<file path="config.mk">
export PLATFORM = sky130hd
export DESIGN_NAME = alu_spi_scheduler_flat
export DESIGN_NICKNAME = d
export VERILOG_FILES = /design/src/rtl/alu_spi_scheduler_pkg.sv /design/src/rtl/alu_spi_scheduler_spi.sv /design/src/rtl/alu_spi_scheduler_arbiter.sv /design/src/rtl/alu_spi_scheduler.sv /design/src/flat_wrapper.sv
export SDC_FILE = /design/constraint.sdc
export NUM_CORES = 1
export LEC_CHECK = 0
export CAP_MARGIN = 20
export CORE_ASPECT_RATIO = 0.6
export CORE_MARGIN = 2
export CORE_UTILIZATION = 43
export DETAILED_ROUTE_END_ITERATION = 8
export PLACE_DENSITY = 0.78
export SKIP_LAST_GASP = 1
export SLEW_MARGIN = 10
export SYNTH_ARGS = -nofsm -noshare
export SYNTH_HDL_FRONTEND = slang
export SYNTH_HIERARCHICAL = 1
export SYNTH_SLANG_ARGS = --single-unit
export TNS_END_PERCENT = 5
</file>
<file path="constraint.sdc">
create_clock -name i_clock -period 2.2 [get_ports i_clock]
set_clock_uncertainty 0.15 [all_clocks]
set_input_delay 0.44 -clock i_clock [delete_from_list [all_inputs] [get_ports i_clock]]
set_output_delay 0.44 -clock i_clock [all_outputs]
set_load 0.02 [all_outputs]
</file>
<file path="src/rtl/alu_spi_scheduler_pkg.sv">
// Shared ALU packet format, operation codes and register width for the serial ALU and its SPI scheduler.
package alu_spi_scheduler_pkg;

  localparam int REGISTER_SIZE = 8;

  typedef enum logic [2:0] {
    OP_ADD = 3'd0,
    OP_SUB = 3'd1,
    OP_AND = 3'd2,
    OP_OR  = 3'd3,
    OP_XOR = 3'd4
  } Operation;

  // op_code sits in the LSBs, so an LSB-first stream carries the opcode first
  typedef struct packed {
    logic [REGISTER_SIZE-1:0] op_2;
    logic [REGISTER_SIZE-1:0] op_1;
    Operation                 op_code;
  } AluPacket;

  localparam int ALU_PACKET_BITS = $bits(AluPacket);

  function automatic AluPacket make_packet(input Operation op,
                                           input logic [REGISTER_SIZE-1:0] a,
                                           input logic [REGISTER_SIZE-1:0] b);
    AluPacket p;
    p.op_2    = b;
    p.op_1    = a;
    p.op_code = op;
    return p;
  endfunction

endpackage

</file>
<file path="src/rtl/alu_spi_scheduler_spi.sv">
// SPI bus bundle: active-low slave selects, master-out and master-in data lines.
interface Spi #(
  parameter int NumSlaves = 1
);
  logic [NumSlaves-1:0] nss;
  logic                 mosi;
  logic                 miso;

  modport MasterSpi (output nss, output mosi, input miso);
  modport SlaveSpi  (input nss, input mosi, output miso);
endinterface

</file>
<file path="src/rtl/alu_spi_scheduler_arbiter.sv">
// Round-robin arbiter: first set request at or after ptr_i wins; purely combinational, no state.
module round_robin_arbiter #(
  parameter int N = 2
) (
  input  logic [N-1:0]                      req_i,
  input  logic [(N > 1 ? $clog2(N) : 1)-1:0] ptr_i,
  output logic [N-1:0]                      gnt_o,
  output logic [(N > 1 ? $clog2(N) : 1)-1:0] gnt_idx_o
);

  localparam int IdxW = (N > 1) ? $clog2(N) : 1;

  always_comb begin
    logic            found;
    logic [IdxW-1:0] idx;
    gnt_o     = '0;
    gnt_idx_o = '0;
    found     = 1'b0;
    idx       = '0;
    for (int i = 0; i < N; i++) begin
      idx = IdxW'((int'(ptr_i) + i) % N);
      if (!found && req_i[idx]) begin
        found      = 1'b1;
        gnt_o[idx] = 1'b1;
        gnt_idx_o  = idx;
      end
    end
  end

endmodule

</file>
<file path="src/rtl/alu_spi_scheduler.sv">
// SPI master sharing one serial ALU among requesters: accept in IDLE cycle t, response pulse at t+P+R+4.
// Requests are only accepted in IDLE; responses have no back-pressure and last exactly one cycle.
module alu_spi_scheduler
  import alu_spi_scheduler_pkg::*;
#(
  parameter int NumRequesters = 2,
  parameter int NssPosition   = 0,
  parameter int NumSlaves     = 1,
  parameter int TimeoutCycles = 64
) (
  input  logic                                            i_clock,
  input  logic                                            i_reset,
  input  logic [NumRequesters-1:0]                        i_req_valid,
  input  logic [NumRequesters-1:0][ALU_PACKET_BITS-1:0]   i_req_packet,
  output logic [NumRequesters-1:0]                        o_req_ready,
  output logic [NumRequesters-1:0]                        o_rsp_valid,
  output logic [REGISTER_SIZE-1:0]                        o_rsp_result,
  output logic                                            o_rsp_error,
  Spi.MasterSpi                                           spi
);

  localparam int P     = ALU_PACKET_BITS;
  localparam int R     = REGISTER_SIZE;
  localparam int CntW  = $clog2(((P > R) ? P : R) + 1);
  localparam int WaitW = $clog2(TimeoutCycles + 1);
  localparam int IdxW  = (NumRequesters > 1) ? $clog2(NumRequesters) : 1;

  typedef enum logic [2:0] {
    S_IDLE,
    S_START,
    S_SHIFT_OUT,
    S_WAIT_RESULT,
    S_SHIFT_IN,
    S_DONE
  } state_e;

  state_e                   state_q;
  logic [P-1:0]             pkt_q;
  logic [R-1:0]             res_q;
  logic [CntW-1:0]          bit_cnt_q;
  logic [WaitW-1:0]         wait_cnt_q;
  logic [IdxW-1:0]          rr_ptr_q;
  logic [IdxW-1:0]          grant_q;
  logic                     sel_q;
  logic                     mosi_q;
  logic [NumRequesters-1:0] rsp_valid_q;
  logic [R-1:0]             rsp_result_q;
  logic                     rsp_error_q;

  logic [NumRequesters-1:0] arb_gnt;
  logic [IdxW-1:0]          arb_idx;

  round_robin_arbiter #(.N(NumRequesters)) u_arb (
    .req_i     (i_req_valid),
    .ptr_i     (rr_ptr_q),
    .gnt_o     (arb_gnt),
    .gnt_idx_o (arb_idx)
  );

  function automatic logic [IdxW-1:0] next_ptr(input logic [IdxW-1:0] idx);
    if (idx == IdxW'(NumRequesters - 1)) return '0;
    else return idx + 1'b1;
  endfunction

  // Ready is the arbiter decode qualified by the registered IDLE state, so the accept lands in the IDLE cycle itself.
  assign o_req_ready  = (state_q == S_IDLE && i_reset) ? arb_gnt : '0;
  assign o_rsp_valid  = rsp_valid_q;
  assign o_rsp_result = rsp_result_q;
  assign o_rsp_error  = rsp_error_q;
  assign spi.nss      = ~(NumSlaves'(sel_q) << NssPosition);
  assign spi.mosi     = mosi_q;

  always_ff @(posedge i_clock or negedge i_reset) begin
    if (!i_reset) begin
      state_q      <= S_IDLE;
      pkt_q        <= '0;
      res_q        <= '0;
      bit_cnt_q    <= '0;
      wait_cnt_q   <= '0;
      rr_ptr_q     <= '0;
      grant_q      <= '0;
      sel_q        <= 1'b0;
      mosi_q       <= 1'b0;
      rsp_valid_q  <= '0;
      rsp_result_q <= '0;
      rsp_error_q  <= 1'b0;
    end else begin
      rsp_valid_q <= '0;
      case (state_q)
        S_IDLE: begin
          if (|i_req_valid) begin
            pkt_q    <= i_req_packet[arb_idx];
            grant_q  <= arb_idx;
            rr_ptr_q <= next_ptr(arb_idx);
            sel_q    <= 1'b1;
            mosi_q   <= 1'b1;
            state_q  <= S_START;
          end
        end
        S_START: begin
          mosi_q    <= pkt_q[0];
          pkt_q     <= pkt_q >> 1;
          bit_cnt_q <= '0;
          state_q   <= S_SHIFT_OUT;
        end
        S_SHIFT_OUT: begin
          if (bit_cnt_q == CntW'(P - 1)) begin
            mosi_q     <= 1'b0;
            bit_cnt_q  <= '0;
            wait_cnt_q <= '0;
            state_q    <= S_WAIT_RESULT;
          end else begin
            mosi_q    <= pkt_q[0];
            pkt_q     <= pkt_q >> 1;
            bit_cnt_q <= bit_cnt_q + 1'b1;
          end
        end
        S_WAIT_RESULT: begin
          wait_cnt_q <= wait_cnt_q + 1'b1;
          if (spi.miso) begin
            bit_cnt_q <= '0;
            state_q   <= S_SHIFT_IN;
          end else if (wait_cnt_q == WaitW'(TimeoutCycles - 1)) begin
            sel_q        <= 1'b0;
            rsp_valid_q  <= NumRequesters'(1) << grant_q;
            rsp_result_q <= '0;
            rsp_error_q  <= 1'b1;
            state_q      <= S_DONE;
          end
        end
        S_SHIFT_IN: begin
          res_q     <= {spi.miso, res_q[R-1:1]};
          bit_cnt_q <= bit_cnt_q + 1'b1;
          if (bit_cnt_q == CntW'(R - 1)) begin
            sel_q        <= 1'b0;
            rsp_valid_q  <= NumRequesters'(1) << grant_q;
            rsp_result_q <= {spi.miso, res_q[R-1:1]};
            rsp_error_q  <= 1'b0;
            state_q      <= S_DONE;
          end
        end
        S_DONE: begin
          state_q <= S_IDLE;
        end
        default: begin
          state_q <= S_IDLE;
        end
      endcase
    end
  end

endmodule
</file>
<file path="src/flat_wrapper.sv">
// flat-port wrapper written by rule: the top's interface ports become plain ports
module alu_spi_scheduler_flat import alu_spi_scheduler_pkg::*;
#(
  parameter int NumRequesters = 2,
  parameter int NssPosition   = 0,
  parameter int NumSlaves     = 1,
  parameter int TimeoutCycles = 64
)
  (i_clock, i_reset, i_req_valid, i_req_packet, o_req_ready, o_rsp_valid, o_rsp_result, o_rsp_error, spi_nss, spi_mosi, spi_miso);
  Spi #(.NumSlaves(NumSlaves)) spi_i ();
  input  logic i_clock;
  input  logic i_reset;
  input  logic [NumRequesters-1:0] i_req_valid;
  input  logic [NumRequesters-1:0][ALU_PACKET_BITS-1:0] i_req_packet;
  output logic [NumRequesters-1:0] o_req_ready;
  output logic [NumRequesters-1:0] o_rsp_valid;
  output logic [REGISTER_SIZE-1:0] o_rsp_result;
  output logic o_rsp_error;
  output wire logic [$bits(spi_i.nss)-1:0] spi_nss;
  output wire logic [$bits(spi_i.mosi)-1:0] spi_mosi;
  input wire logic [$bits(spi_i.miso)-1:0] spi_miso;
  assign spi_nss = spi_i.nss;
  assign spi_mosi = spi_i.mosi;
  assign spi_i.miso = spi_miso;
  alu_spi_scheduler #(.NumRequesters(NumRequesters), .NssPosition(NssPosition), .NumSlaves(NumSlaves), .TimeoutCycles(TimeoutCycles)) u_core (.i_clock(i_clock), .i_reset(i_reset), .i_req_valid(i_req_valid), .i_req_packet(i_req_packet), .o_req_ready(o_req_ready), .o_rsp_valid(o_rsp_valid), .o_rsp_result(o_rsp_result), .o_rsp_error(o_rsp_error), .spi(spi_i));
endmodule
</file>
Yosys cells after proc, flatten, opt, wreduce, memory -nomap -nowiden
Index checks and enable logic that the tools add are counted.
{ "word_totals": {"ff_bits": 57, "in_bits": 43, "output_inout_bits": 15} }
{ "op_classes": {"add_sub_neg": 4, "order_cmp": 5, "eq_ne": 15, "n_shift": 1, "mux": 49, "n_bitwise": 2, "reduce_logical": 20} }
{ "op_table": {"columns": ["cell", "n"], "rows": [
  ["$mux 19", 4],
  ["$pmux 19 s3", 1],
  ["$mux 8", 3],
  ["$pmux 5 s4", 1],
  ["$mux 1", 17],
  ["$pmux 8 s2", 1],
  ["$mux 3", 5],
  ["$pmux 3 s5", 1],
  ["$pmux 7 s2", 1],
  ["$mux 2", 6],
  ["$mux 5", 2],
  ["$ne 2x2->1 const B", 4],
  ["$reduce_and 2->1", 4],
  ["$reduce_and 4->1", 2],
  ["$add 7x1->7 const B", 1],
  ["$eq 7x6->1 const B", 1],
  ["$mux 7", 1],
  ["$eq 3x2->1 const B", 2],
  ["$lt 1x2->1 const B", 3],
  ["$ne 2x1->1 const B", 3],
  ["$pmux 1 s3", 2],
  ["$reduce_bool 3->1", 2],
  ["$add 5x1->5 const B", 1],
  ["$eq 5x3->1 const B", 1],
  ["20 further kinds", 27]
]} }

Logic depth before layout (Yosys ltp)
Gate-level depths: netlist of run 1.
{ "logic_depth": {"ltp_word": 10, "mapped_depth": 8} }

By module
The synthesis of run 1 kept the hierarchy.
{ "modules_own_cells": {"columns": ["mod", "instances", "cells_each", "area_each_um2", "seq_area_each_um2"], "rows": [
  ["alu_spi_scheduler", 1, 264, 2941.6, 1401.3],
  ["round_robin_arbiter", 1, 4, 30.0, 0.0]
]} }

Worst setup path after synthesis of run 1
No wires, ideal clock.
{ "synth_timing": {"path_kind": "register to register", "start": "reg u_core.wait_cnt_q[0]", "end": "reg u_core.rsp_result_q[1] (netlist: u_core/o_rsp_result[1])", "setup_ns": 0.127, "arrival_ns": 1.845, "t_required_ns": 1.923, "setup_slack_ns": 0.078, "stages_incl_launch_ff": 7, "path_buffers": 1, "synth_period_minus_slack_ns": 2.122, "path_cell_list": "dfrtp_1 -> ha_1 -> nand3_1 -> or3_1 -> o31ai_2 -> buf_6 -> mux2_1"} }
{ "synth_via": {"elab_chain_len": 3} }
{ "synth_lines": {"columns": ["element", "line_no", "rtl"], "rows": [
  ["start, declared", "alu_spi_scheduler.sv:41", "logic [WaitW-1:0] wait_cnt_q;"],
  ["start signal, assigned", "alu_spi_scheduler.sv:119", "wait_cnt_q <= wait_cnt_q + 1'b1;"],
  ["$eq 7x6->1", "alu_spi_scheduler.sv:123", "end else if (wait_cnt_q == WaitW'(TimeoutCycles - 1)) begin"],
  ["$ne 2x1->1 (no source line)", null, null],
  ["$reduce_and 4->1 (no source line)", null, null],
  ["end signal, assigned", "alu_spi_scheduler.sv:137", "rsp_result_q <= {spi.miso, res_q[R-1:1]};"],
  ["end, declared", "alu_spi_scheduler.sv:47", "logic [R-1:0] rsp_result_q;"]
]} }
Every way passes these cells.
A chain may end at the register's enable or synchronous reset.

Final worst setup path of run 1
{ "layout_timing": {"start": "reg u_core.state_q[0]", "end": "reg u_core.rsp_result_q[4] (netlist: u_core/o_rsp_result[4])"} }
{ "layout_via": {"elab_chain_len": 3, "elab_cells_between_ends": 8} }
{ "layout_lines": {"columns": ["element", "line_no", "rtl"], "rows": [
  ["start, declared", "alu_spi_scheduler.sv:37", "state_e state_q;"],
  ["start signal, assigned", "alu_spi_scheduler.sv:75", "state_q <= S_IDLE;"],
  ["start signal, assigned", "alu_spi_scheduler.sv:97", "state_q <= S_START;"],
  ["start signal, assigned", "alu_spi_scheduler.sv:104", "state_q <= S_SHIFT_OUT;"],
  ["$eq 3x2->1 / $eq 3x3->1 (equally long branches)", "alu_spi_scheduler.sv:89", "case (state_q)"],
  ["$ne 2x1->1 (no source line) (tied with other cells)", null, null],
  ["$reduce_and 4->1 (no source line)", null, null]
]} }
Several ways; a longest one is shown, not always the timed one.

==> summary.txt, run 1 <==
RUN STATUS
--------------------------------------------------------------------------------------
Run status                                                                complete, no violations

CRITICAL PATH
--------------------------------------------------------------------------------------
Maximum single-stage delay on the critical path                                0.50 ns
Setup slack of the most critical reg-to-reg path                              0.009 ns
Crit. End Element                                                            flip-flop
Kind of start point of the critical path                                     flip-flop
Bufs and invs on worst path                                                          1
CP max-delay cell                                                                or4_4
Data required, critical path                                                   2.22 ns
Category of the most critical setup path                                  flip-flop to flip-flop
Gate family responsible for the most delay along the worst path           simple AND/OR/NAND/NOR gates
Cell-by-cell listing of the critical path                                 or3b_4, or4_4, o31ai_2, buf_6, mux2_1
Largest fanout on the critical path                                                  8
Critical path arrival                                                          2.22 ns

STA
--------------------------------------------------------------------------------------
Time the worst path needs with I/O delays and setup                            2.19 ns
Max Slew Vio Count                                                                   0
Peak Freq                                                                    0.456 GHz
Final clock period utilization by the worst path                                 0.996
Setup TNS                                                                         0 ns
Actual slew at the worst max-slew pin                                         0.705 ns
Worst-case headroom to the max-slew limit                                        0.530
Setup repair after global routing missed its margin                               true
Finish-stage setup viols                                                             0
Final number of hold-violating endpoints                                             0

FLOORPLAN
--------------------------------------------------------------------------------------
Die W                                                                           111 µm
Die Outline Area                                                           0.00761 mm²
Area of the core region                                                    0.00668 mm²
Initial core utilization                                                         0.445
Ports                                                                               58
Die boundary height                                                            68.4 µm
Number of placement rows                                                            23

GLOBAL ROUTING
--------------------------------------------------------------------------------------
Maximum number of pins on one net before global-route repair                        57
Number of global-route vias before repair                                         2214
GR Overflow Total                                                                    0
Overall routing resource usage                                                   0.184
Antenna violations before repair                                                     0
Wire length of the first global-routing pass                                  10900 µm

SYNTHESIS
--------------------------------------------------------------------------------------
Most common library cells after synthesis                                 dfrtp_1 (56), mux2i_1 (36), inv_1 (23), mux2_2 (21), nand2_1 (14)
Most common flop cell mapped by yosys                                          dfrtp_1
Cell types occupying the most area after synthesis                        dfrtp_1 (47%), mux2i_1 (12%), mux2_2 (8.0%)
Register bit total from synthesis                                                   56
Cell area after technology mapping                                         0.00297 mm²
Async set-or-reset flop fraction in the synthesized netlist                       1.00
Mean instance size in the synthesized netlist                                 11.1 µm²
Post-synth top area cell                                                       dfrtp_1
Sequential share of the synthesized area                                         0.472
Post-Synthesis Cells                                                               268
Yosys warns                                                                          6
Fraction of synthesized cell area taken by the top area cell type                0.472
Cell with the most instances after synthesis                                   dfrtp_1
Number of enable-type register cells in the synthesized netlist                      0
Number of distinct standard cells referenced by the synthesized netlist             49
Syn_nets                                                                           314

MIN PATH
--------------------------------------------------------------------------------------
Type of the worst min-delay path                                          primary input to asynchronous set/reset pin

POWER AND IR DROP
--------------------------------------------------------------------------------------
Power Density                                                              1190 mW/mm²
Peak supply drop                                                              0.521 mV
Final total power                                                              4.71 mW
Leakage component of the power                                                 1.97 nW

ROUTING
--------------------------------------------------------------------------------------
DRC marker count from the first detailed-route iteration                           135
Number of nets still failing antenna checks after routing                            0
DRT Pass-1 Iters                                                                     4
DRC violations left                                                                  0
Via-to-Cell Ratio                                                                 5.25
Routed length per placed instance                                              15.8 µm
Total number of vias                                                              2285
Total wirelength of the detailed-routed design                                 6890 µm

LAYOUT
--------------------------------------------------------------------------------------
Diode count                                                                          0
Share of final-layout standard cells stronger than drive strength 1              0.216
# nets final                                                                       393
Number of standard cells in the layout, taps in and fillers out                    435
Area growth from synthesis to layout                                             33.6%

PLACEMENT
--------------------------------------------------------------------------------------
Number of buffers inserted by port buffering                                        57
Placer congestion estimate                                                       0.880
Placed instance count                                                              426
Post-detailed-placement half-perimeter wirelength                              4980 µm

CLOCK NETWORK
--------------------------------------------------------------------------------------
TritonCTS Buffers                                                                    5
Worst-case clock buffer depth                                                        2
Depth of the CTS H-tree                                                              2
Register clock-pin slew on the reported worst setup and hold paths             0.07 ns
# hold bufs at CTS                                                                   0
CTS Sinks                                                                           56
CTS tree                                                                          done
Clock root buffer                                                            clkbuf_16
Later-pin clock latency in the skew report                                     0.30 ns

FLOW RUN
--------------------------------------------------------------------------------------
Maxcap violations                                                                    0

## final timing paths
path	start	end	cells past startpoint
min reg2reg	u_core/grant_q	u_core/o_rsp_valid[0]	1
max	u_core/state_q[0]	u_core/o_rsp_result[4]	5
min	i_reset	u_core/o_rsp_valid[0]	2
min in group i_clock	u_core/grant_q	u_core/o_rsp_valid[0]	1
max in group asynchronous	i_reset	u_core/state_q[0]	2
max reg2reg	u_core/state_q[0]	u_core/o_rsp_result[4]	5
## worst reg2reg max path, delay by kind of cell (launching register included)
kind	cells	cell delay [ns]
buffers and inverters	1	0.19
multiplexers	1	0.34
AO/OA/AOI/OAI	1	0.09
flip-flops	1	0.43
AND/OR/NAND/NOR	2	0.88
## through the flow
| step | instance area, µm² | util | hold slack [ns] | setup slack, ns |
|---|---|---|---|---|
| after global placement | 3780 | 0.567 | 0.284 | -0.263 |
| after CTS | 3940 | 0.591 | 0.243 | -0.0139 |
| after detailed placement | 3780 | 0.567 | 0.290 | -0.363 |
| final | 3970 | 0.595 | 0.212 | 0.00911 |
| after global routing | 3970 | 0.595 | 0.290 | -0.0548 |
| after floorplan | 2970 | - | -0.00559 | 0.0781 |
## placed cells by master (no fill, tap or decap), drive strengths merged, types with 3 or more instances in the layout
master	n
dfrtp	56
clkdlybuf4s50	53
mux2i	36
mux2	30
buf	29
inv	23
nand2	14
o21ai	13
and3	11
nor2	10
a21o	7
clkbuf	7
nand3	5
a22o	4
o31ai	4
a21boi	4
xnor2	3
nand2b	3
a21oi	3
ha	3
## layout make-up
type                            count  area, µm²
Inverter                           23       86.3
Sequential cell                    56       1400
Timing Repair Buffer               84        771
Fill cell                         576       2710
Tap cell                           87        109
Clock buffer                        7        143
Multi-Input combinational cell    177       1450
Clock inverter                      1       7.51
## cells by family after synthesis
logic type / Yosys count / synth area share
simple gates: 57 / 0.107
flops: 56 / 0.472
xor+xnor: 4 / 0.0118
mux: 66 / 0.235
fa+ha+maj: 3 / 0.0126
compound gates: 47 / 0.112
buf+inv: 35 / 0.0501
## registers in the layout (all words and copies together), names as in the netlist
register	cells
u_core/sel_q	1
u_core/state_q	3
u_core/rr_ptr_q	1
u_core/o_rsp_valid	2
u_core/wait_cnt_q	7
u_core/bit_cnt_q	5
u_core/spi.mosi	1
u_core/grant_q	1
u_core/pkt_q	19
u_core/res_q	7
u_core/o_rsp_result	8
u_core/o_rsp_error	1
## what timing repair did
item,4_1_cts,5_1_grt
buffers inserted,1,0
setup endpoints to repair,9,10
gates resized for setup,7,11
## layer usage
| layer | global-route usage | vias to the layer above | share of wire |
|---|---|---|---|
| li1 | - | 1102 | - |
| met1 | 0.255 | 1113 | 0.49 |
| met3 | 0.0496 | 7 | 0.056 |
| met5 | 0 | - | 0 |
| met2 | 0.287 | 63 | 0.45 |
| met4 | 0.0556 | 0 | 0.0096 |
## power by group
part | switching, mW | leakage [nW] | total (mW) | internal (mW)
sequential | 0.254 | 0.705 | 1.65 | 1.40
clock | 0.353 | 0.0701 | 0.807 | 0.454
combinational | 1.12 | 1.20 | 2.25 | 1.13
Note: power is estimated with default switching activity, not from simulation.
==> run 2: changes to the inputs <==
- CTS_BUF_LIST: unset -> sky130_fd_sc_hd__clkbuf_16
- CTS_CLUSTER_SIZE: unset -> 25
- GPL_TIMING_DRIVEN: unset -> 0
==> run 2 against run 1 <==
Compared with the run above:
- the run now ends with negative setup slack left
- global-route usage fell by 0.86 points
- critical path depth rose by 1
- total power decreased by 2.8%
- largest cell class unchanged
==> summary.txt, run 2 (same netlist as run 1, synthesis figures left out) <==
ROUTING
----------------------------------------------------------------------------------
Routed length per placed instance                                          15.7 µm   -1.2%
Number of nets still failing antenna checks after routing                        0   unchanged
Routed length on met2                                                      2900 µm   -5.7%
Top Metal Used                                                                met4
Via-to-Cell Ratio                                                             5.36   +2.1%
Total number of vias                                                          2258   -1.2%
Total wirelength of the detailed-routed design                             6590 µm   -4.4%
DRC marker count from the first detailed-route iteration                       131   -3.0%
WL met3                                                                     387 µm   -0.51%
Met1 Routed Length                                                         3300 µm   -1.9%
DRC violations left                                                              0   unchanged
DRT Pass-1 Iters                                                                 6   +2

LAYOUT
----------------------------------------------------------------------------------
Most frequent cells in the layout                                     dfrtp_1 (56), clkdlybuf4s50_1 (53), mux2i_1 (36)
FF/Latch Area                                                          0.00140 mm²   about the same
Diode count                                                                      0   unchanged
Total area of multi-input combinational cells                          0.00145 mm²   -0.17%
Count of fill cells added during filler insertion                              578   +0.35%
# nets final                                                                   379   -3.6%
Area growth from synthesis to layout                                         29.1%
Flip-flop count of the largest register after layout                            19   unchanged
Share of final-layout standard cells stronger than drive strength 1          0.165   -0.0508
Utilization of the core after routing                                        0.575   -0.0201
Leading cell type in the layout, fill and taps excluded                    dfrtp_1
Register containing the most flip-flops in the final layout           u_core/pkt_q

STA
----------------------------------------------------------------------------------
Finish-stage setup viols                                                        21   +21
Final number of hold-violating endpoints                                         0   unchanged
Worst Hold Slack                                                         0.0528 ns   -0.160 ns
Setup repair after global routing missed its margin                           true
Worst-case headroom to the max-slew limit                                    0.521   -0.00910
Peak Freq                                                                0.443 GHz   -2.9%
Final clock period utilization by the worst path                              1.03   +0.0298
Time the worst path needs with I/O delays and setup                        2.26 ns   +0.0655 ns
Actual slew at the worst max-slew pin                                     0.719 ns   +0.0137 ns
Max Slew Vio Count                                                               0   unchanged
Final worst-path setup slack                                            -0.0564 ns   -0.0655 ns
Setup TNS                                                                -0.724 ns   -0.724 ns

RUN STATUS
----------------------------------------------------------------------------------
Violated checks                                                       negative setup slack
Run status                                                            complete, but fails checks

CLOCK NETWORK
----------------------------------------------------------------------------------
Later-pin clock latency in the skew report                                 0.29 ns   about the same
Depth of the CTS H-tree                                                          2   unchanged
Clock root buffer                                                        clkbuf_16
Worst-case clock buffer depth                                                    2   unchanged
Register clock-pin slew on the reported worst setup and hold paths         0.07 ns   about the same
CTS Sinks                                                                       56   unchanged
TritonCTS Buffers                                                                5   unchanged
CTS tree                                                                      done
# hold bufs at CTS                                                               0   unchanged

PLACEMENT
----------------------------------------------------------------------------------
Worst slack after detailed placement                                     -0.559 ns   -0.196 ns
Placer congestion estimate                                                   0.879   about the same
Number of buffers inserted by port buffering                                    56   -1.8%
Post-detailed-placement half-perimeter wirelength                          4640 µm   -6.7%

CRITICAL PATH
----------------------------------------------------------------------------------
Cell-by-cell listing of the critical path                             clkdlybuf4s50_1, a21boi_1, clkbuf_2, mux2_2, mux2i_1, mux2i_1
Largest fanout on the critical path                                             10   +2
Maximum single-stage delay on the critical path                            0.59 ns   +0.09 ns
Kind of start point of the critical path                              primary input
Gate family responsible for the most delay along the worst path       buffers and inverters
Data required, critical path                                               2.22 ns   about the same
Critical path arrival                                                      2.28 ns   +0.06 ns
Logic depth of the worst path, buffers included                                  6   +1
Category of the most critical setup path                              primary input to flip-flop
Worst reg2reg path depth                                                         6   +1
CP max-delay cell                                                     clkdlybuf4s50_1
Most used cell, CP                                                         mux2i_1
Bufs and invs on worst path                                                      2   +1
Crit. End Element                                                        flip-flop

FLOW RUN
----------------------------------------------------------------------------------
Maxcap violations                                                                0   unchanged

FLOORPLAN
----------------------------------------------------------------------------------
Die Outline Area                                                       0.00761 mm²   unchanged
Die boundary height                                                        68.4 µm   unchanged
Ports                                                                           58   unchanged
Die W                                                                       111 µm   unchanged
Number of placement rows                                                        23   unchanged
Initial core utilization                                                     0.445   unchanged
Area of the core region                                                0.00668 mm²   unchanged

MIN PATH
----------------------------------------------------------------------------------
Type of the worst min-delay path                                      primary input to asynchronous set/reset pin

POWER AND IR DROP
----------------------------------------------------------------------------------
Peak supply drop                                                          0.646 mV   +24%
Final total power                                                          4.58 mW   -2.8%
Power Density                                                          1190 mW/mm²   +0.54%
Leakage component of the power                                             1.89 nW   -3.9%

GLOBAL ROUTING
----------------------------------------------------------------------------------
Maximum number of pins on one net before global-route repair                    59   +3.5%
Antenna violations before repair                                                 0   unchanged
Number of global-route vias before repair                                     2145   -3.1%
Overall routing resource usage                                               0.176   -0.00858
Wire length of the first global-routing pass                              10600 µm   -2.9%
GR Overflow Total                                                                0   unchanged

==> run 2: metrics by stage <==
| stage | instances | cell area (µm²) |
|---|---|---|
| after floorplan | 268 | 2970 |
| after global placement | 411 | 3640 |
| after detailed placement | 411 | 3640 |
| after CTS | 421 | 3820 |
| after global routing | 421 | 3840 |
| final | 421 | 3840 |
==> run 2: repair_timing <==
| item | CTS | global route |
|---|---|---|
| pin swaps | 1 | 0 |
| resized for setup | 22 | 5 |
| setup endpoints to repair | 27 | 34 |
| setup buffers | 2 | 0 |
| gates cloned | 0 | 0 |
==> run 2: final cells by class <==
class / instances / share of cell area
multi-input combinational: 177 / 0.378
sequential: 56 / 0.365
timing repair buffer: 58 / 0.148
clock buffer: 5 / 0.0326
tap: 87 / 0.0284
inverter: 23 / 0.0225
buffer: 12 / 0.0209
clock inverter: 3 / 0.00456
==> run 2: final timing paths <==
path / startpoint / end / slack (ns)
hold / removal: i_reset / u_core/bit_cnt_q[2] / 0.05
setup / recovery: i_req_valid[1] / u_core/pkt_q[15] / -0.06
min in group i_clock: u_core/grant_q / u_core/o_rsp_valid[0] / 0.29
setup reg to reg: u_core/state_q[0] / u_core/o_rsp_result[4] / -0.05
max in group asynchronous: i_reset / u_core/res_q[1] / 1.37
hold reg to reg: u_core/grant_q / u_core/o_rsp_valid[0] / 0.29
==> run 2: where the power goes <==
part | switching [mW] | total [mW] | internal [mW]
Sequential | 0.241 | 1.64 | 1.40
Clock | 0.359 | 0.780 | 0.421
Combinational | 1.13 | 2.16 | 1.03
==> run 2: routing by layer <==
layer,up-vias,global-route usage
li1,1086,-
met1,1088,0.260
met2,82,0.274
met5,-,0
met4,0,0.0201
met3,2,0.0390
==> run 3: changes to the inputs <==
--- a/config.mk
+++ b/config.mk
@@ -12,2 +12,3 @@
 export CTS_BUF_LIST = sky130_fd_sc_hd__clkbuf_16
+export CTS_CLUSTER_DIAMETER = 60
 export CTS_CLUSTER_SIZE = 25
@@ -20,3 +21,2 @@
 export SYNTH_HDL_FRONTEND = slang
-export SYNTH_HIERARCHICAL = 1
 export SYNTH_SLANG_ARGS = --single-unit
==> constraint.sdc (replaced) <==
create_clock -name i_clock -period 2.2 [get_ports i_clock]
set_clock_uncertainty 0.15 [all_clocks]
set_input_delay 0.33 -clock i_clock [delete_from_list [all_inputs] [get_ports i_clock]]
set_output_delay 0.33 -clock i_clock [all_outputs]
set_load 0.02 [all_outputs]
==> run 3 against run 2 <==
Compared with the run above:
- the run ends with negative hold slack left
- core utilization up 2.0 points
- via count up 8.6%
- largest cell class is now flip-flops and latches
- worst setup slack better by 0.082 ns
- die area down 3.5%
- design area down 2.8%
- critical path type is now flip-flop to output pin
==> summary.txt, run 3 <==
POWER AND IR DROP
--------------------------------------------------------------------------------------
Clk pwr share                                                                    0.167   -0.003
Switch Pwr                                                                     2.00 mW   +16%
Int Power                                                                      2.83 mW   -0.76%
Peak supply drop                                                              0.694 mV   +7.5%
Power Density                                                              1300 mW/mm²   +8.6%
Leakage component of the power                                                 1.66 nW   -12%
Sw frac                                                                          0.414   +0.0374
Part of the power in combinational logic                                         0.490   +0.018
Portion of total power attributed to sequential cells                            0.343   -0.015

CLOCK NETWORK
--------------------------------------------------------------------------------------
CTS tree                                                                          done
Later-pin clock latency in the skew report                                     0.30 ns   about the same
Worst-case clock buffer depth                                                        2   unchanged
Clock root buffer                                                            clkbuf_16
Register clock-pin slew on the reported worst setup and hold paths             0.08 ns   about the same
Depth of the CTS H-tree                                                              2   unchanged
TritonCTS Buffers                                                                    5   unchanged
CTS Sinks                                                                           56   unchanged

STA
--------------------------------------------------------------------------------------
Setup repair after global routing missed its margin                               true
Peak Freq                                                                    0.460 GHz   +3.8%
Finish-stage setup viols                                                             0   -100%
Worst-case headroom to the max-slew limit                                        0.582   +0.0615
Final worst-path setup slack                                                 0.0258 ns   +0.0821 ns
Final clock period utilization by the worst path                                 0.988   -0.0373
Time the worst path needs with I/O delays and setup                            2.17 ns   -0.0821 ns
Setup TNS                                                                         0 ns   +0.724 ns
Max Slew Vio Count                                                                   0   unchanged
Worst Hold Slack                                                             -0.110 ns   -0.163 ns
Final number of hold-violating endpoints                                            47   +47
Actual slew at the worst max-slew pin                                         0.627 ns   -0.0922 ns

ROUTING
--------------------------------------------------------------------------------------
DRC violations left                                                                  0   unchanged
Via-to-Cell Ratio                                                                 5.55   +3.4%
Number of nets still failing antenna checks after routing                            0   unchanged
Routed length per placed instance                                              15.9 µm   +1.3%
DRT Pass-1 Iters                                                                     4   -2
Total number of vias                                                              2452   +8.6%
Total wirelength of the detailed-routed design                                 7010 µm   +6.3%
DRC marker count from the first detailed-route iteration                           137   +4.6%

PLACEMENT
--------------------------------------------------------------------------------------
Worst slack after detailed placement                                         -0.849 ns   -0.290 ns
Placed instance count                                                              434   +5.6%
Post-detailed-placement half-perimeter wirelength                              5080 µm   +9.4%
Placer congestion estimate                                                       0.823   -6.4%
Number of buffers inserted by port buffering                                        57   +1.8%

FLOORPLAN
--------------------------------------------------------------------------------------
Ports                                                                               58   unchanged
Number of placement rows                                                            22   -4.3%
Area of the core region                                                    0.00628 mm²   -6.0%
Die boundary height                                                            67.2 µm   -1.7%
Die Outline Area                                                           0.00735 mm²   -3.5%
Die W                                                                           109 µm   -1.8%
Initial core utilization                                                         0.456   +0.0111

LAYOUT
--------------------------------------------------------------------------------------
Leading cell type in the layout, fill and taps excluded                        dfrtp_1
# nets final                                                                       403   +6.3%
Diode count                                                                          0   unchanged
Number of standard cells in the layout, taps in and fillers out                    442   +5.0%
Area growth from synthesis to layout                                             30.3%
Count of fill cells added during filler insertion                                  541   -6.4%
Most frequent cells in the layout                                         dfrtp_1 (55), clkdlybuf4s50_1 (53), nor2_1 (35)
Share of final-layout standard cells stronger than drive strength 1              0.115   -0.0501
Register containing the most flip-flops in the final layout               u_core.pkt_q
Flip-flop count of the largest register after layout                                19   unchanged

GLOBAL ROUTING
--------------------------------------------------------------------------------------
Maximum number of pins on one net before global-route repair                        59   unchanged
Antenna violations before repair                                                     0   unchanged
Overall routing resource usage                                                   0.195   +0.0191
GR Overflow Total                                                                    0   unchanged
Wire length of the first global-routing pass                                  11000 µm   +3.5%
Number of global-route vias before repair                                         2219   +3.4%

CRITICAL PATH
--------------------------------------------------------------------------------------
Largest fanout on the critical path                                                 10   unchanged
Kind of start point of the critical path                                     flip-flop
Crit. End Element                                                           output pin
Category of the most critical setup path                                  flip-flop to output pin
Maximum single-stage delay on the critical path                                0.46 ns   -0.13 ns
CP max-delay cell                                                              dfrtp_2
Cell-by-cell listing of the critical path                                 clkbuf_4, nor3_4, nand2_2, nor2_1, clkdlybuf4s15_2
Critical path arrival                                                          1.69 ns   -0.59 ns
Data required, critical path                                                   1.72 ns   -0.50 ns

SYNTHESIS
--------------------------------------------------------------------------------------
Cell area after technology mapping                                         0.00286 mm²   -3.7%
Post-Synthesis Cells                                                               293   +9.3%
Syn_nets                                                                           339   +8.0%
Register bit total from synthesis                                                   56   unchanged
Most common flop cell mapped by yosys                                          dfrtp_1
Post-synth top area cell                                                       dfrtp_1
Sequential share of the synthesized area                                         0.490   +0.0179
Yosys warns                                                                          0   -6
Most common library cells after synthesis                                 dfrtp_1 (56), nor2_1 (35), nand2_1 (32), and3_1 (20), o31ai_1 (19)
Number of enable-type register cells in the synthesized netlist                      0   unchanged
Cell types occupying the most area after synthesis                        dfrtp_1 (49%), o31ai_1 (5.0%), a211oi_1 (4.7%)
Mean instance size in the synthesized netlist                                 9.77 µm²   -12%
Number of distinct standard cells referenced by the synthesized netlist             41   -16%
Fraction of synthesized cell area taken by the top area cell type                0.490   +0.0179
Cell with the most instances after synthesis                                   dfrtp_1
Async set-or-reset flop fraction in the synthesized netlist                       1.00   unchanged

RUN STATUS
--------------------------------------------------------------------------------------
Run status                                                                complete, but fails checks
Violated checks                                                           negative hold slack

MIN PATH
--------------------------------------------------------------------------------------
Type of the worst min-delay path                                          primary input to asynchronous set/reset pin

FLOW RUN
--------------------------------------------------------------------------------------
Maxcap violations                                                                    0   unchanged

run 3: logic make-up after synthesis:
group,after synthesis,share of synthesized area
AO/OA/AOI/OAI,78,0.196
XOR/XNOR,2,0.00612
adder cells (fa/ha/maj),3,0.0131
buffers and inverters,25,0.0455
flip-flops,56,0.490
multiplexers,9,0.0350
AND/OR/NAND/NOR,120,0.215
run 3: power by group through the flow:
stage / clock [mW] / sequential, mW / combinational [mW]
2_1_floorplan: 0 / 1.62 / 1.68
4_1_cts: 0.824 / 1.66 / 2.36
3_5_place_dp: 0 / 1.67 / 2.29
5_1_grt: 0.865 / 1.70 / 2.64
3_3_place_gp: 0 / 1.65 / 2.21
6_report: 0.807 / 1.66 / 2.37
run 3: metrics by stage:
stage	cell area (µm²)	util	total power, mW	hold WS (ns)
after floorplan	2860	-	3.30	-0.116
after global placement	3540	0.564	3.85	0.308
after detailed placement	3540	0.563	3.97	0.286
after CTS	3720	0.594	4.85	-0.0367
after global routing	3730	0.594	5.21	-0.0523
final	3730	0.594	4.83	-0.110
run 3: routing by layer:
layer / vias to the layer above / track usage / wire length, µm
li1: 1198 / - / -
met1: 1185 / 0.298 / 3610
met2: 60 / 0.278 / 2970
met3: 9 / 0.0405 / 353
met4: 0 / 0.0538 / 71
met5: - / 0 / 0
run 3: area by class of cell:
type,count,area (µm²),share of cell area
Sequential cell,56,1400,0.376
Multi-Input combinational cell,212,1360,0.363
Timing Repair Buffer,59,581,0.156
Clock buffer,5,125,0.0335
Buffer,18,121,0.0325
Tap cell,84,105,0.0282
Clock inverter,3,22.5,0.00604
Inverter,5,18.8,0.00503
run 3: path summary, 6_finish.rpt:
| check | start | to | slack (ns) | depth (start not counted) |
|---|---|---|---|---|
| setup / recovery | u_core.state_q[1] | o_req_ready[0] | 0.03 | 5 |
| hold / removal | i_reset | u_core.o_rsp_valid[0] | -0.11 | 1 |
| setup reg to reg | u_core.bit_cnt_q[0] | u_core.pkt_q[13] | 0.10 | 8 |
| hold reg to reg | u_core.pkt_q[10] | u_core.pkt_q[10] | 0.33 | 2 |
| max in group asynchronous | i_reset | u_core.res_q[3] | 0.73 | 2 |
| min in group i_clock | u_core.pkt_q[10] | u_core.pkt_q[10] | 0.33 | 2 |
run 3: what timing repair did:
action,in CTS,in global routing
setup buffers,1,0
gates resized for setup,19,2
setup endpoints to repair,2,3
gates cloned,0,0
pin swaps,1,0
endpoints found under the hold margin,56,9
run 3: critical path: cells and delay by family (launching register included):
| kind | cells | cell delay [ns] |
|---|---|---|
| buffers and inverters | 2 | 0.48 |
| flip-flops | 1 | 0.46 |
| AND/OR/NAND/NOR | 3 | 0.46 |
